$ cat config.mk
export PLATFORM = sky130hd
export DESIGN_NAME = unpadder1
export DESIGN_NICKNAME = d
export VERILOG_FILES = /design/src/rtl/unpadder1.sv
export SDC_FILE = /design/constraint.sdc
export NUM_CORES = 2
export LEC_CHECK = 0
export BUFFER_PORTS_ARGS = -buffer_cell sky130_fd_sc_hd__buf_2
export CAP_MARGIN = 5
export CORE_ASPECT_RATIO = 0.8
export CORE_MARGIN = 1
export CORE_UTILIZATION = 30
export DETAILED_ROUTE_END_ITERATION = 7
export PLACE_DENSITY = 0.53
export SLEW_MARGIN = 20
export SYNTH_ARGS = -nofsm -noshare
export SYNTH_HDL_FRONTEND = slang
export SYNTH_SLANG_ARGS = --single-unit
$ cat constraint.sdc
create_clock -name clk -period 2 [get_ports clk]
set_input_delay 0.4 -clock clk [delete_from_list [all_inputs] [get_ports clk]]
set_output_delay 0.4 -clock clk [all_outputs]
set_load 0.01 [all_outputs]
$ cat src/rtl/unpadder1.sv
// unpadder1: recovers message and size code from a 65-byte SHA3-512 padded frame
module unpadder1 #(
  parameter int FRAME_BYTES = 65,
  parameter logic [7:0] DSEP = 8'h06
) (
  input  logic         clk,
  input  logic         rst_n,
  input  logic [7:0]   in_byte,
  input  logic         in_valid,
  output logic         in_ready,
  output logic [511:0] out_msg,
  output logic [1:0]   byte_num,
  output logic         err,
  output logic         out_valid,
  input  logic         out_ready
);
  typedef enum logic {S_COLLECT, S_OUT} state_t;
  state_t state, state_n;
  logic [6:0] cnt;
  logic [511:0] data;
  logic z1, z33, acc, last, zb, p1, p2, p3, done;
  assign acc  = in_valid && in_ready;
  assign last = cnt == 7'(FRAME_BYTES - 1);
  assign done = out_valid && out_ready;
  assign zb   = in_byte == 8'h00;
  assign p1   = in_byte == DSEP;
  assign p2   = data[255:248] == DSEP && z33 && zb;
  assign p3   = data[511:504] == DSEP && z1 && zb;
  always_comb begin
    in_ready  = state == S_COLLECT;
    out_valid = state == S_OUT;
    state_n   = acc && last ? S_OUT : done ? S_COLLECT : state;
  end
  always_ff @(posedge clk) begin
    if (!rst_n) begin
      state    <= S_COLLECT;
      cnt      <= '0;
      data     <= '0;
      z1       <= 1'b1;
      z33      <= 1'b1;
      out_msg  <= '0;
      byte_num <= '0;
      err      <= 1'b0;
    end else begin
      state <= state_n;
      if (acc && !last) begin
        data <= {data[503:0], in_byte};
        cnt  <= cnt + 7'd1;
        if (cnt >= 7'd1) z1 <= z1 & zb;
        if (cnt >= 7'd33) z33 <= z33 & zb;
      end
      if (acc && last) begin
        byte_num <= p1 ? 2'd2 : p2 ? 2'd1 : p3 ? 2'd0 : 2'd3;
        err      <= !(p1 || p2 || p3);
        out_msg  <= p1 ? data : p2 ? {256'h0, data[511:256]} : '0;
      end
      if (done) begin
        cnt <= '0;
        z1  <= 1'b1;
        z33 <= 1'b1;
      end
    end
  end
endmodule
==> results.ini <==
[timing]
fmax_mhz = 452
rsz0062_at_grt = true
slew_viol_final = 0
tightest_slew_ns = 0.404
fin_crit_sh_pct = 111
hold_violations = 0
fin_crit_ns = 2.21
slew_headroom_pct = 73.0
setup_slack_ns = -0.215
setup_violations = 529
clock_skew_ns = 0.0310
final.setup.tns_ns = -56.69

[floorplanning]
initial_utilization_pct = 30.4
core_area_sq_mm = 0.128
num_rows = 117
die_h_um = 324
num_io_pins = 529
die_area_sq_mm = 0.131
die_w_um = 404

[critical_path]
critical_path.slowest_cell = dfxtp_2
path_class = reg -> reg
critPathMaxFanout = 8
critical_path.startpoint_type = flop
endpoint_kind = flop
cp.arrival_ns = 2.86
ff2ff_path_depth = 13
slowest_delay_ns = 0.32
required_ns = 2.65
path_cells = inv_2 > ha_4 > and2_4 > nand4_1 > buf_6 > buf_6 > nor2b_4 > buf_8 > buf_16 > buf_16 > clkbuf_16 > a22oi_1 > a21boi_1

[min_path]
hold_class = in -> reg
min_path_cells = 4

[power]
ir_drop_mv = 0.624
power_density_mw_per_mm2 = 829
power_leakage_nw = 18.4

[global_route]
grtUsageTotal_pct = 20.4
overflow = 0
grt_pass1_wl_um = 204000
antenna_found_initial = 0
grt_max_degree = 102
grt_pass1_vias = 30299

[cts]
cts-root-buf = clkbuf_16
cts_inserted_buffers = 109
ctsLongestPathBuffers = 3
h-tree-depth = 3
clkTransAtPathRegs_ns = 0.06
cts.sinks = 1037
cts_tree = built
clk_latency_ns = 0.73

[synthesis]
synth_cell_types = 34
syn_avg_cell_area_sq_um = 9.03
synth_fp_nets = 4310
syn_inst = 4295
synth_warnings = 0
synth_seq_cells = 1037
yosysSeqAreaShare_pct = 53.6
netlist_area_sq_mm = 0.0388

[route]
dr_total_vias = 33168
drt_pre_antenna_iters = 5
drcViolationCount = 0
drt_iter0_drc = 2840
ant_nets = 0
drt-total-wl_um = 145000
post_drt_wl_per_cell_um = 21.7
avgViaCountPerCell = 4.98

[placed_design]
dp_slack_ns = -0.442
portBuffers = 528
dp_hpwl_um = 92400
gp_congestion = 0.800

[outcome]
run_status = finished, violations left
violations = negative setup slack

[cells_and_area]
drive_above_1_share_pct = 24.1
utilization_pct = 40.2
syn2layout_area_growth_pct = 32.5
nets = 4870

[job]
cap_violations = 0

==> worst max-delay path, delay by kind of cell, from the launching register on <==
kind	cells	cell delay, ns
fa+ha+maj	1	0.12
simple gates	3	0.43
buf+inv	7	1.00
compound gates	2	0.19
flops	1	0.32
==> per-stage QoR <==
stage / cells / hold WS (ns) / total power [W] / area, sq um
global route: 6662 / 0.0390 / 0.0440 / 51400
detailed placement: 6360 / 0.437 / 0.0224 / 44300
finish: 6664 / 0.0696 / 0.0426 / 51400
floorplan: 4295 / 0.419 / 0.0219 / 38800
global placement: 6360 / 0.451 / 0.0224 / 44300
CTS: 6609 / 0.0102 / 0.0430 / 49300
==> Yosys cell counts, drive strengths merged <==
library cell / number / area, sq um
nor3: 2 / 15.0
nor4bb: 1 / 10.0
nor2: 12 / 45.0
nand4: 3 / 18.8
nand2: 1289 / 4840
nand4b: 1 / 8.76
o21ai: 3 / 15.0
and2: 2 / 12.5
a21o: 2 / 15.0
clkbuf: 262 / 983
nor4: 5 / 37.5
inv: 4 / 15.0
xor2: 4 / 35.0
a31oi: 1 / 6.26
a22oi: 512 / 3840
nand3: 7 / 35.0
and4: 2 / 17.5
nand2b: 1 / 6.26
a21boi: 768 / 5770
a21oi: 2 / 10.0
buf: 108 / 571
dfxtp: 1037 / 20800
ha: 3 / 37.5
nor2b: 258 / 1610
o2111ai: 1 / 8.76
xnor2: 2 / 17.5
o21bai: 1 / 7.51
and3b: 1 / 8.76
o211ai: 1 / 7.51
==> metal layers <==
metal	track usage, %	up-vias	wire [um]
li1	-	15784	-
met1	29.5	16282	68800
met2	30.1	910	63000
met3	4.77	192	9250
met4	5.77	0	3730
met5	0	-	0
==> worst paths after layout <==
kind,start,endpoint,slack (ns)
worst min-delay path,in_byte[3],data[3]$_SDFFE_PN0P_,0.07
worst max-delay path,cnt[1]$_SDFFE_PP0P_,out_msg[98]$_SDFFE_PN0P_,-0.21
worst max register to register,cnt[1]$_SDFFE_PP0P_,out_msg[98]$_SDFFE_PN0P_,-0.21
worst min register to register,z33$_SDFFE_PP1P_,z33$_SDFFE_PP1P_,0.46
==> cells in the final DEF, fill, tap and decap left out, types with 16 or more instances in the layout <==
cell type     n
nand2_1    1256
dfxtp_1    1035
buf_2       527
a21boi_0    516
a22oi_1     364
nor2b_1     257
a21boi_1    236
a22oi_2     148
clkbuf_16   144
buf_4       103
buf_12       75
buf_16       43
clkbuf_8     26
nand2_2      22
clkbuf_1     22
buf_6        20
a21boi_2     16
clkinv_2     16
==> report_power, final <==
part	switching, W	internal, W	leakage, nW
combinational	0.000756	0.000526	8.30
clock	0.00874	0.0118	1.77
sequential	0.0000213	0.0207	8.35
total	0.00952	0.0330	18.4
==> what timing repair did <==
| action | CTS | global route |
|---|---|---|
| hold buffers | 5 | 0 |
| pin swaps | 39 | 102 |
| gates resized for setup | 83 | 267 |
| cloned | 27 | 40 |
| endpoints found under the hold margin | 5 | 0 |
| buffers inserted | 25 | 24 |
| endpoints found under the setup margin | 861 | 907 |
==> kinds of logic (layout without fill, tap and decap cells) <==
family,count (synthesis),in the layout,share of synthesized area [%]
flip-flops,1037,1037,53.6
other,0,2,0
AO/OA/AOI/OAI,1291,1291,25.0
AND/OR/NAND/NOR,1584,1584,17.2
buffers and inverters,374,1016,4.05
adder cells (fa/ha/maj),3,3,0.0968
XOR/XNOR,6,6,0.136
==> area by class of cell <==
class | instances | area (sq um)
timing repair buffer | 819 | 7420
tap | 1725 | 2160
fill | 12785 | 76300
multi-input combinational | 2884 | 17400
clock inverter | 33 | 349
antenna | 2 | 5.00
sequential | 1037 | 20800
clock buffer | 160 | 3240
inverter | 4 | 15.0
==> sequential cells by signal (all words and copies together), names as in the netlist <==
signal / count
data: 512
out_msg: 512
cnt: 7
byte_num: 2
err: 1
out_valid: 1
z1: 1
z33: 1
Power figures use the tool's default switching activity.
